[src/rtl/fpu_issue_wb_sched_pkg.sv]
// Shared types for the FP issue/writeback scheduler: execution classes, the
// writeback payload and the decoder-signal classifier.
package fpu_sched_pkg;

   localparam int MAX_LAT    = 8;
   localparam int LAT_IDX_W  = 4;
   localparam int DEF_ROB_W  = 6;
   localparam int DEF_PREG_W = 7;

   typedef enum logic [1:0] {
      CLS_FMA,
      CLS_FAST,
      CLS_TOINT,
      CLS_DIVSQRT
   } fp_cls_e;

   typedef struct packed {
      logic [DEF_ROB_W-1:0]  rob_idx;
      logic [DEF_PREG_W-1:0] pdst;
      logic                  wflags;
      logic [1:0]            tag;
   } wb_payload_t;

   // Decoder bits are not mutually exclusive; FMA wins, then TOINT, then FAST.
   function automatic fp_cls_e classify(input logic fma, input logic toint,
                                        input logic fastpipe, input logic fromint);
      if (fma)                       return CLS_FMA;
      else if (toint)                return CLS_TOINT;
      else if (fastpipe || fromint)  return CLS_FAST;
      else                           return CLS_DIVSQRT;
   endfunction

endpackage

[src/rtl/fpu_issue_wb_sched_if.sv]
// Issue and writeback bundle between the FP decoder, the scheduler and the
// register-file write ports.
interface fpu_issue_wb_sched_if #(
   parameter int ROB_W  = 6,
   parameter int PREG_W = 7
);
   // Handshake: a uop transfers on a rising clock when io_req_valid and
   // io_req_ready are both high; io_req_ready never looks at io_req_valid, and
   // io_divsqrt_valid/io_divsqrt_ready follow the same rule toward div/sqrt.
   logic              io_flush;
   logic              io_req_valid;
   logic              io_req_ready;
   logic [ROB_W-1:0]  io_req_rob_idx;
   logic [PREG_W-1:0] io_req_pdst;
   logic              io_sigs_fma;
   logic              io_sigs_fastpipe;
   logic              io_sigs_fromint;
   logic              io_sigs_toint;
   logic              io_sigs_wflags;
   logic [1:0]        io_sigs_typeTagOut;
   logic              io_divsqrt_valid;
   logic              io_divsqrt_ready;
   logic              io_fpwb_valid;
   logic [ROB_W-1:0]  io_fpwb_rob_idx;
   logic [PREG_W-1:0] io_fpwb_pdst;
   logic              io_fpwb_wflags;
   logic [1:0]        io_fpwb_tag;
   logic              io_intwb_valid;
   logic [ROB_W-1:0]  io_intwb_rob_idx;
   logic [PREG_W-1:0] io_intwb_pdst;
   logic              io_intwb_wflags;
   logic              io_idle;

   modport master (
      output io_flush, io_req_valid, io_req_rob_idx, io_req_pdst,
             io_sigs_fma, io_sigs_fastpipe, io_sigs_fromint, io_sigs_toint,
             io_sigs_wflags, io_sigs_typeTagOut, io_divsqrt_ready,
      input  io_req_ready, io_divsqrt_valid,
             io_fpwb_valid, io_fpwb_rob_idx, io_fpwb_pdst, io_fpwb_wflags, io_fpwb_tag,
             io_intwb_valid, io_intwb_rob_idx, io_intwb_pdst, io_intwb_wflags, io_idle
   );

   modport slave (
      input  io_flush, io_req_valid, io_req_rob_idx, io_req_pdst,
             io_sigs_fma, io_sigs_fastpipe, io_sigs_fromint, io_sigs_toint,
             io_sigs_wflags, io_sigs_typeTagOut, io_divsqrt_ready,
      output io_req_ready, io_divsqrt_valid,
             io_fpwb_valid, io_fpwb_rob_idx, io_fpwb_pdst, io_fpwb_wflags, io_fpwb_tag,
             io_intwb_valid, io_intwb_rob_idx, io_intwb_pdst, io_intwb_wflags, io_idle
   );

endinterface

[src/rtl/fpu_wb_delay_line.sv]
// Shift-down writeback delay line: slot k holds the op that writes back k-1
// cycles from now, so slot 1 is the registered writeback output.
module fpu_wb_delay_line
   import fpu_sched_pkg::*;
#(
   parameter int  DEPTH = 4,
   parameter type T     = wb_payload_t
) (
   input  logic                 clock,
   input  logic                 reset,
   input  logic                 flush,
   input  logic                 ins,
   input  logic [LAT_IDX_W-1:0] ins_idx,
   input  T                     ins_data,
   output logic                 out_valid,
   output T                     out_data,
   output logic [DEPTH:1]       busy_next
);

   logic [DEPTH:1]   valid;
   T                 data [DEPTH:1];
   logic [DEPTH+1:1] valid_ext;
   T                 data_ext [DEPTH+1:1];

   assign valid_ext = {1'b0, valid};

   always_comb begin
      for (int k = 1; k <= DEPTH; k++) data_ext[k] = data[k];
      data_ext[DEPTH+1] = '0;
   end

   // Occupancy each slot will have after this edge's shift; an insert is legal
   // only where this is clear.
   assign busy_next = valid_ext[DEPTH+1:2];
   assign out_valid = valid[1];
   assign out_data  = data[1];

   always_ff @(posedge clock) begin
      if (reset) begin
         valid <= '0;
         for (int k = 1; k <= DEPTH; k++) data[k] <= '0;
      end else begin
         for (int k = 1; k <= DEPTH; k++) begin
            valid[k] <= valid_ext[k+1] & ~flush;
            data[k]  <= data_ext[k+1];
            if (ins && !flush && ins_idx == LAT_IDX_W'(k)) begin
               valid[k] <= 1'b1;
               data[k]  <= ins_data;
            end
         end
      end
   end

endmodule

[src/rtl/fpu_issue_wb_sched.sv]
// FP issue stage: classifies each uop, reserves its fixed-latency writeback
// slot and stalls the issuer on a write-port collision.
module fpu_issue_wb_sched
   import fpu_sched_pkg::*;
#(
   parameter int FMA_LAT   = 4,
   parameter int FAST_LAT  = 2,
   parameter int TOINT_LAT = 2,
   parameter int ROB_W     = 6,
   parameter int PREG_W    = 7
) (
   input logic                  clock,
   input logic                  reset,
   fpu_issue_wb_sched_if.slave  io
);

   typedef struct packed {
      logic [ROB_W-1:0]  rob_idx;
      logic [PREG_W-1:0] pdst;
      logic              wflags;
      logic [1:0]        tag;
   } payload_t;

   fp_cls_e                cls;
   logic                   ready;
   logic                   accept;
   logic                   fp_ins;
   logic                   int_ins;
   logic [LAT_IDX_W-1:0]   fp_idx;
   logic [FMA_LAT:1]       fp_busy;
   logic [TOINT_LAT:1]     int_busy;
   payload_t               req_data;
   payload_t               int_data;
   payload_t               fp_out;
   payload_t               int_out;
   logic                   fp_out_valid;
   logic                   int_out_valid;

   assign cls = classify(io.io_sigs_fma, io.io_sigs_toint,
                         io.io_sigs_fastpipe, io.io_sigs_fromint);

   // FMA has the longest latency, so fp_busy[FMA_LAT] is only set if a
   // longer-lived entry existed; the check is kept so the rule stays uniform.
   always_comb begin
      ready = 1'b0;
      if (!reset && !io.io_flush) begin
         case (cls)
            CLS_FMA:     ready = !fp_busy[FMA_LAT];
            CLS_FAST:    ready = !fp_busy[FAST_LAT];
            CLS_TOINT:   ready = 1'b1;
            CLS_DIVSQRT: ready = io.io_divsqrt_ready;
            default:     ready = 1'b0;
         endcase
      end
   end

   assign io.io_req_ready     = ready;
   assign io.io_divsqrt_valid = io.io_req_valid && cls == CLS_DIVSQRT && !io.io_flush && !reset;

   assign accept  = io.io_req_valid && ready;
   assign fp_ins  = accept && (cls == CLS_FMA || cls == CLS_FAST);
   assign int_ins = accept && cls == CLS_TOINT;
   assign fp_idx  = (cls == CLS_FMA) ? LAT_IDX_W'(FMA_LAT) : LAT_IDX_W'(FAST_LAT);

   assign req_data = '{rob_idx: io.io_req_rob_idx, pdst: io.io_req_pdst,
                       wflags: io.io_sigs_wflags, tag: io.io_sigs_typeTagOut};
   assign int_data = '{rob_idx: io.io_req_rob_idx, pdst: io.io_req_pdst,
                       wflags: io.io_sigs_wflags, tag: 2'b00};

   fpu_wb_delay_line #(.DEPTH(FMA_LAT), .T(payload_t)) u_fp_line (
      .clock     (clock),
      .reset     (reset),
      .flush     (io.io_flush),
      .ins       (fp_ins),
      .ins_idx   (fp_idx),
      .ins_data  (req_data),
      .out_valid (fp_out_valid),
      .out_data  (fp_out),
      .busy_next (fp_busy)
   );

   fpu_wb_delay_line #(.DEPTH(TOINT_LAT), .T(payload_t)) u_int_line (
      .clock     (clock),
      .reset     (reset),
      .flush     (io.io_flush),
      .ins       (int_ins),
      .ins_idx   (LAT_IDX_W'(TOINT_LAT)),
      .ins_data  (int_data),
      .out_valid (int_out_valid),
      .out_data  (int_out),
      .busy_next (int_busy)
   );

   assign io.io_fpwb_valid    = fp_out_valid;
   assign io.io_fpwb_rob_idx  = fp_out.rob_idx;
   assign io.io_fpwb_pdst     = fp_out.pdst;
   assign io.io_fpwb_wflags   = fp_out.wflags;
   assign io.io_fpwb_tag      = fp_out.tag;

   assign io.io_intwb_valid   = int_out_valid;
   assign io.io_intwb_rob_idx = int_out.rob_idx;
   assign io.io_intwb_pdst    = int_out.pdst;
   assign io.io_intwb_wflags  = int_out.wflags;

   // Slot 1 plus every post-shift slot covers the whole line.
   assign io.io_idle = !(fp_out_valid || (|fp_busy) || int_out_valid || (|int_busy));

endmodule

[src/flat_wrapper.sv]
// flat-port wrapper written by rule: the top's interface ports become plain ports
module fpu_issue_wb_sched_flat import fpu_sched_pkg::*;
#(
   parameter int FMA_LAT   = 4,
   parameter int FAST_LAT  = 2,
   parameter int TOINT_LAT = 2,
   parameter int ROB_W     = 6,
   parameter int PREG_W    = 7
)
  (clock, reset, io_io_flush, io_io_req_valid, io_io_req_rob_idx, io_io_req_pdst, io_io_sigs_fma, io_io_sigs_fastpipe, io_io_sigs_fromint, io_io_sigs_toint, io_io_sigs_wflags, io_io_sigs_typeTagOut, io_io_divsqrt_ready, io_io_req_ready, io_io_divsqrt_valid, io_io_fpwb_valid, io_io_fpwb_rob_idx, io_io_fpwb_pdst, io_io_fpwb_wflags, io_io_fpwb_tag, io_io_intwb_valid, io_io_intwb_rob_idx, io_io_intwb_pdst, io_io_intwb_wflags, io_io_idle);
  fpu_issue_wb_sched_if #(.ROB_W(ROB_W), .PREG_W(PREG_W)) io_i ();
  input logic clock;
  input logic reset;
  input wire logic [$bits(io_i.io_flush)-1:0] io_io_flush;
  input wire logic [$bits(io_i.io_req_valid)-1:0] io_io_req_valid;
  input wire logic [$bits(io_i.io_req_rob_idx)-1:0] io_io_req_rob_idx;
  input wire logic [$bits(io_i.io_req_pdst)-1:0] io_io_req_pdst;
  input wire logic [$bits(io_i.io_sigs_fma)-1:0] io_io_sigs_fma;
  input wire logic [$bits(io_i.io_sigs_fastpipe)-1:0] io_io_sigs_fastpipe;
  input wire logic [$bits(io_i.io_sigs_fromint)-1:0] io_io_sigs_fromint;
  input wire logic [$bits(io_i.io_sigs_toint)-1:0] io_io_sigs_toint;
  input wire logic [$bits(io_i.io_sigs_wflags)-1:0] io_io_sigs_wflags;
  input wire logic [$bits(io_i.io_sigs_typeTagOut)-1:0] io_io_sigs_typeTagOut;
  input wire logic [$bits(io_i.io_divsqrt_ready)-1:0] io_io_divsqrt_ready;
  output wire logic [$bits(io_i.io_req_ready)-1:0] io_io_req_ready;
  output wire logic [$bits(io_i.io_divsqrt_valid)-1:0] io_io_divsqrt_valid;
  output wire logic [$bits(io_i.io_fpwb_valid)-1:0] io_io_fpwb_valid;
  output wire logic [$bits(io_i.io_fpwb_rob_idx)-1:0] io_io_fpwb_rob_idx;
  output wire logic [$bits(io_i.io_fpwb_pdst)-1:0] io_io_fpwb_pdst;
  output wire logic [$bits(io_i.io_fpwb_wflags)-1:0] io_io_fpwb_wflags;
  output wire logic [$bits(io_i.io_fpwb_tag)-1:0] io_io_fpwb_tag;
  output wire logic [$bits(io_i.io_intwb_valid)-1:0] io_io_intwb_valid;
  output wire logic [$bits(io_i.io_intwb_rob_idx)-1:0] io_io_intwb_rob_idx;
  output wire logic [$bits(io_i.io_intwb_pdst)-1:0] io_io_intwb_pdst;
  output wire logic [$bits(io_i.io_intwb_wflags)-1:0] io_io_intwb_wflags;
  output wire logic [$bits(io_i.io_idle)-1:0] io_io_idle;
  assign io_i.io_flush = io_io_flush;
  assign io_i.io_req_valid = io_io_req_valid;
  assign io_i.io_req_rob_idx = io_io_req_rob_idx;
  assign io_i.io_req_pdst = io_io_req_pdst;
  assign io_i.io_sigs_fma = io_io_sigs_fma;
  assign io_i.io_sigs_fastpipe = io_io_sigs_fastpipe;
  assign io_i.io_sigs_fromint = io_io_sigs_fromint;
  assign io_i.io_sigs_toint = io_io_sigs_toint;
  assign io_i.io_sigs_wflags = io_io_sigs_wflags;
  assign io_i.io_sigs_typeTagOut = io_io_sigs_typeTagOut;
  assign io_i.io_divsqrt_ready = io_io_divsqrt_ready;
  assign io_io_req_ready = io_i.io_req_ready;
  assign io_io_divsqrt_valid = io_i.io_divsqrt_valid;
  assign io_io_fpwb_valid = io_i.io_fpwb_valid;
  assign io_io_fpwb_rob_idx = io_i.io_fpwb_rob_idx;
  assign io_io_fpwb_pdst = io_i.io_fpwb_pdst;
  assign io_io_fpwb_wflags = io_i.io_fpwb_wflags;
  assign io_io_fpwb_tag = io_i.io_fpwb_tag;
  assign io_io_intwb_valid = io_i.io_intwb_valid;
  assign io_io_intwb_rob_idx = io_i.io_intwb_rob_idx;
  assign io_io_intwb_pdst = io_i.io_intwb_pdst;
  assign io_io_intwb_wflags = io_i.io_intwb_wflags;
  assign io_io_idle = io_i.io_idle;
  fpu_issue_wb_sched #(.FMA_LAT(FMA_LAT), .FAST_LAT(FAST_LAT), .TOINT_LAT(TOINT_LAT), .ROB_W(ROB_W), .PREG_W(PREG_W)) u_core (.clock(clock), .reset(reset), .io(io_i));
endmodule
[config.mk]
export PLATFORM = sky130hd
export DESIGN_NAME = fpu_issue_wb_sched_flat
export DESIGN_NICKNAME = d
export VERILOG_FILES = /design/src/rtl/fpu_issue_wb_sched_pkg.sv /design/src/rtl/fpu_issue_wb_sched_if.sv /design/src/rtl/fpu_wb_delay_line.sv /design/src/rtl/fpu_issue_wb_sched.sv /design/src/flat_wrapper.sv
export SDC_FILE = /design/constraint.sdc
export NUM_CORES = 1
export LEC_CHECK = 0
export BUFFER_PORTS_ARGS = -buffer_cell sky130_fd_sc_hd__clkbuf_2
export CAP_MARGIN = 5
export CORE_AREA = 2 2 83 85
export CTS_CLUSTER_DIAMETER = 50
export CTS_CLUSTER_SIZE = 24
export DETAILED_ROUTE_END_ITERATION = 10
export DIE_AREA = 0 0 85 87
export PLACE_DENSITY_LB_ADDON = 0.15
export SYNTH_ARGS = -nofsm -noshare
export SYNTH_HDL_FRONTEND = slang
export SYNTH_SLANG_ARGS = --single-unit
export TNS_END_PERCENT = 20
[constraint.sdc]
create_clock -name clock -period 2 [get_ports clock]
set_input_delay 0.5 -clock clock [delete_from_list [all_inputs] [get_ports clock]]
set_output_delay 0.5 -clock clock [all_outputs]
set_load 0.02 [all_outputs]
**After elaboration in Yosys (flattened, before gate mapping)**

Memory sizes are Yosys's and may differ from the RTL's.
Cells that the tools add are included.

- Memories kept: 2
- Output and inout bits: 35
- RAM bits: 96
- Register bits after elaboration: 6

Memory list:

| memory | words | bits a word | read ports | clocked after Yosys merged registers in | wr ports | RTL line | RTL |
|---|---|---|---|---|---|---|---|
| u_core.u_fp_line.data | 4 | 16 | 4 | 0 | 4 | fpu_wb_delay_line.sv:21 | `T data [DEPTH:1];` |
| u_core.u_int_line.data | 2 | 16 | 2 | 0 | 2 | fpu_wb_delay_line.sv:21 |  |

- Equal/unequal tests: 7
- Multiplexer cells: 38
- Reduce and logical (&&, ||, !) cells: 25
- Bitwise logic cells: 16

Operator list:

| operator | number |
|---|---|
| 16-bit 2-to-1 mux | 11 |
| 1-bit 2-to-1 mux | 22 |
| 1-bit logical AND | 13 |
| 1-bit bitwise OR | 11 |
| 4-bit by 2-bit equality test with 1-bit output, second input constant | 2 |
| 2-bit 2-to-1 mux | 3 |
| 1-bit logical OR | 5 |
| 1-bit bitwise AND | 4 |
| 2-bit equality test, second input constant | 2 |
| 4-bit by 1-bit equality test with 1-bit output, second input constant | 1 |
| 4-bit by 3-bit equality test with 1-bit output, second input constant | 1 |
| 1-bit logical NOT | 4 |
| 3-bit 2-to-1 mux | 1 |
| 1-bit case mux with 3 select lines | 1 |
| 3-bit OR reduction | 1 |
| 2-bit by 1-bit equality test with 1-bit output, second input constant | 1 |
| 2-bit logical NOT | 1 |
| 2-bit OR reduction | 1 |
| 1-bit inverter | 1 |

**Logic depth before layout (Yosys ltp)**

- Word-level depth: 16
- Depth in mapped cells: 5
- Gate-level depth less buffers: 3

**Modules after synthesis**

A second synthesis with hierarchy kept.

- Cell total of the unflattened synthesis: 372
- Area, all modules: 4075.2 sq um

By module, submodules not included:

| module | area an instance (sq um) | seq. area each (sq um) | cells each | instances |
|---|---|---|---|---|
| fpu_wb_delay_line (u_core.u_fp_line) | 2697.6 | 1361.3 | 242 | 1 |
| fpu_wb_delay_line (u_core.u_int_line) | 1272.5 | 680.7 | 111 | 1 |
| fpu_issue_wb_sched | 105.1 | 0.0 | 19 | 1 |

**Least setup slack after synthesis**

Ideal clock, no wire load.

- Path kind: input -> output
- From: input port io_io_flush
- To: output port io_io_divsqrt_valid
- Cell stages on the path: 2
- Data arrival time: 1.544 ns
- Slack: -0.044 ns
- Cells stage by stage: or3b_4 nor4_1

- Longest elaborated chain between the ends: 3

Ends and longest elaborated chain:

| item | RTL line | RTL |
|---|---|---|
| from (decl) | flat_wrapper.sv:14 | `input wire logic [$bits(io_i.io_flush)-1:0] io_io_flush;` |
| 1-bit logical NOT | fpu_issue_wb_sched.sv:58 | `assign io.io_divsqrt_valid = io.io_req_valid && cls == CLS_DIVSQRT && !io.io_flush && !reset;` |
| 1-bit logical AND (2 in series) | fpu_issue_wb_sched.sv:58 |  |
| to (decl) | flat_wrapper.sv:26 | `output wire logic [$bits(io_i.io_divsqrt_valid)-1:0] io_io_divsqrt_valid;` |

No other way between the ends.

**Final worst setup path**

- From: register u_core.u_fp_line.valid[4] (netlist name)
- To: output port io_io_idle

- Longest elaborated chain between the ends: 5

Ends and longest elaborated chain:

| item | RTL line | RTL |
|---|---|---|
| from (decl) | fpu_wb_delay_line.sv:20 | `logic [DEPTH:1] valid;` |
| from (signal, indexed assignment) | fpu_wb_delay_line.sv:44 | `valid[k] <= valid_ext[k+1] & ~flush;` |
| 3-bit OR reduction | fpu_issue_wb_sched.sv:106 | `assign io.io_idle = !(fp_out_valid \|\| (\|fp_busy) \|\| int_out_valid \|\| (\|int_busy));` |
| 1-bit logical OR (3 in series) | fpu_issue_wb_sched.sv:106 |  |
| 1-bit logical NOT | fpu_issue_wb_sched.sv:106 |  |
| to (decl) | flat_wrapper.sv:36 | `output wire logic [$bits(io_i.io_idle)-1:0] io_io_idle;` |

No other way between the ends.

==> reports/qor.tcl <==
set qor(worstPathBufferInverterCount) 1
set qor(powerDensity_mw_per_mm2) 951
set qor(drc) 0
set qor(post_synth.cell_area_avg_um2) 12.0
set qor(nets) 328
set qor(num_io_pins) 60
set qor(finalPower_uw) 3370
set qor(coreArea_mm2) 0.00657
set qor(grt_util_met2_pct) 19.8
set qor(worst_setup_path_start_kind) {flip-flop}
set qor(tritoncts) {built}
set qor(worstPathCellList) {or4_4, nor3_4, buf_6}
set qor(grt.met3_usage_pct) 3.03
set qor(grtUsageTotal_pct) 12.8
set qor(synthDominantCellAreaShare_pct) 64.8
set qor(finalSetupViolCount) 0
set qor(floorplan.die_area_mm2) 0.00740
set qor(postSynthNetCount) 278
set qor(maxSlewHeadroom_pct) 59.5
set qor(post_drt_wl_per_cell_um) 11.6
set qor(count_of_synthesis_stage_warnings_from_yosys) 0
set qor(drt_iter0_markers) 43
set qor(final.setup_skew_ps) 4.94
set qor(die_y_um) 87
set qor(clock-root-buffer) {sky130_fd_sc_hd__clkbuf_8}
set qor(grt_start_max_net_pins) 64
set qor(drt_pass1_iterations) 2
set qor(crit_fanout) 2
set qor(tightestPinTransition_ps) 608
set qor(synth.area.top_cells) {sky130_fd_sc_hd__dfxtp_1 65%, sky130_fd_sc_hd__nor2b_1 13%, sky130_fd_sc_hd__mux2_2 5.6%}
set qor(detail-route-antenna-nets) 0
set qor(static-leakage-power_uw) 0.00161
set qor(synthesis.area_mm2) 0.00303
set qor(critical_path_class) {reg2out}
set qor(globalRouteOverflowTotal) 0
set qor(drive_above_1_share_pct) 33.1
set qor(synth_area_leader) {sky130_fd_sc_hd__dfxtp_1}
set qor(cp_slowest_stage_delay_ps) 540
set qor(outcome) {finished clean}
set qor(min_period_over_period_pct) 97.6
set qor(tritoncts_num_sinks) 98
set qor(crit_path_top_delay_cell) {sky130_fd_sc_hd__or4_4}
set qor(post_cts_setup_buffers) 0
set qor(area.growth.synth_to_final_pct) 17.2
set qor(maxClockFrequency_mhz) 512
set qor(sequential_element_share_of_the_synthesized_area_pct) 64.8
set qor(antenna_cells_inserted) 0
set qor(finalCriticalPeriod_ps) 1950
set qor(cts-htree-levels) 3
set qor(layout.core_utilization_pct) 54.0
set qor(synth_cell_types) 24
set qor(ir_drop_uv) 439
set qor(grt_setup_unrepaired) {yes}
set qor(fp.dieW_um) 85
set qor(post_synth_inst_count) 253
set qor(portBuffers) 59
set qor(final.hold.worst_slack_ps) 387
set qor(hpwlAfterDp_um) 2800
set qor(finalHoldViolCount) 0
set qor(cts_inserted_buffers) 9
set qor(wire_length_of_the_first_global_routing_pass_um) 7150
set qor(row_count) 30
set qor(holdCritPathClass) {in2reg}
set qor(crit_path_end_kind) {primary output}
set qor(worst_setup_hold_path_clk_slew_ps) 80
set qor(required_ps) 1500
set qor(maxCapViolations) 0
set qor(grt_most_used_layer) {met2}
set qor(clockBufferDepth) 2
set qor(dp_slack_ps) 117
set qor(worstSkewPairLatency_ps) 340
set qor(setup_slack_ps) 47.8
set qor(cp_top_family) {simple AND/OR/NAND/NOR gates}
set qor(wl_um) 4480
set qor(drv_slew) 0
set qor(post_drt_via_cell_ratio) 4.35
set qor(ys_ff_latch) 98
set qor(via_count) 1676
set qor(start_util_pct) 46.1
set qor(critPathArrivalTime_ps) 1450
set qor(antenna_found_initial) 0
set qor(gp_routability_congestion) 0.760
set qor(grt_pass1_vias) 1531
set qor(grt_util_met1_pct) 16.0
==> synthesized netlist by cell type (all sizes together) <==
master / instances
nor2: 3
nand2b: 2
or3b: 1
dfxtp: 98
nor3: 1
buf: 17
and3: 16
nor3b: 1
nor2b: 61
a21o: 1
or4: 1
a21boi: 1
and2: 19
mux2: 15
nor4: 2
clkbuf: 10
mux2i: 1
or2: 1
o31ai: 1
o21ai: 1
==> power breakdown <==
part | internal (µW) | switching, µW
Combinational | 53.9 | 71.8
Sequential | 1970 | 4.89
Clock | 679 | 593
==> cell usage in the layout, fill, tap and decap left out, types with 2 or more instances in the layout <==
cell type / count
sky130_fd_sc_hd__and2_1: 18
sky130_fd_sc_hd__and3_1: 16
sky130_fd_sc_hd__buf_4: 6
sky130_fd_sc_hd__bufinv_16: 2
sky130_fd_sc_hd__clkbuf_2: 58
sky130_fd_sc_hd__clkbuf_8: 9
sky130_fd_sc_hd__clkinv_2: 2
sky130_fd_sc_hd__dfxtp_1: 98
sky130_fd_sc_hd__mux2_2: 15
sky130_fd_sc_hd__nand2b_1: 2
sky130_fd_sc_hd__nor2_1: 3
sky130_fd_sc_hd__nor2b_1: 61
==> through the flow <==
stage | instance area [µm²] | std cells | TNS, ps
6_report | 3550 | 385 | 0
5_1_grt | 3550 | 385 | -5.18
4_1_cts | 3530 | 385 | -19.5
3_5_place_dp | 3330 | 372 | 0
3_3_place_gp | 3330 | 372 | 0
2_1_floorplan | 3030 | 253 | 0
==> metal layers <==
| metal | vias up | part of all wire (%) |
|---|---|---|
| met3 | 9 | 4.3 |
| met1 | 744 | 46 |
| met2 | 39 | 47 |
| met5 | - | 0 |
| met4 | 0 | 2.4 |
| li1 | 884 | - |
==> kinds of logic (layout without fill, tap and decap cells) <==
logic type	after synthesis	count (layout)	synth area share, %
flops	98	98	64.8
buf+inv	27	79	5.50
compound gates	4	4	0.951
simple gates	108	108	22.8
mux	16	16	5.91
==> flip-flops by register name, summed over array words and instances, names as in the netlist <==
register and flops:
u_core.u_fp_line.data 64, u_core.u_int_line.data 28, u_core.u_fp_line.valid 4, u_core.u_int_line.valid 2
==> layout make-up <==
| cell class | instances | area [µm²] |
|---|---|---|
| Fill cell | 580 | 3020 |
| Sequential cell | 98 | 1960 |
| Multi-Input combinational cell | 128 | 923 |
| Timing Repair Buffer | 66 | 367 |
| Clock buffer | 9 | 124 |
| Tap cell | 80 | 100 |
| Clock inverter | 4 | 70.1 |
==> timing repair <==
action | 4_1_cts | 5_1_grt
hold buffers | 0 | 0
gates resized for setup | 2 | 4
endpoints found under the setup margin | 1 | 1
==> path summary, 6_finish.rpt <==
check	start	to	slack [ps]	depth (start not counted)
worst max-delay path	u_core.u_fp_line.valid[4]$_SDFF_PP0_	io_io_idle	50	3
worst min-delay path	io_io_req_rob_idx[0]	u_core.u_int_line.data[2][10]$_SDFF_PN0_	390	2
worst min register to register	u_core.u_int_line.data[2][7]$_SDFF_PN0_	u_core.u_int_line.data[1][7]$_SDFF_PP0_	440	1
worst max register to register	u_core.u_fp_line.valid[3]$_SDFF_PP0_	u_core.u_fp_line.data[0][47]$_DFF_P_	630	3
==> worst register-to-register path, delay by kind of cell, from the launching register on <==
family / cells / cell delay, ps
buffers and inverters: 1 / 200
flip-flops: 1 / 380
AND/OR/NAND/NOR: 1 / 340
multiplexers: 1 / 340
Note: power is estimated with default switching activity, not from simulation.
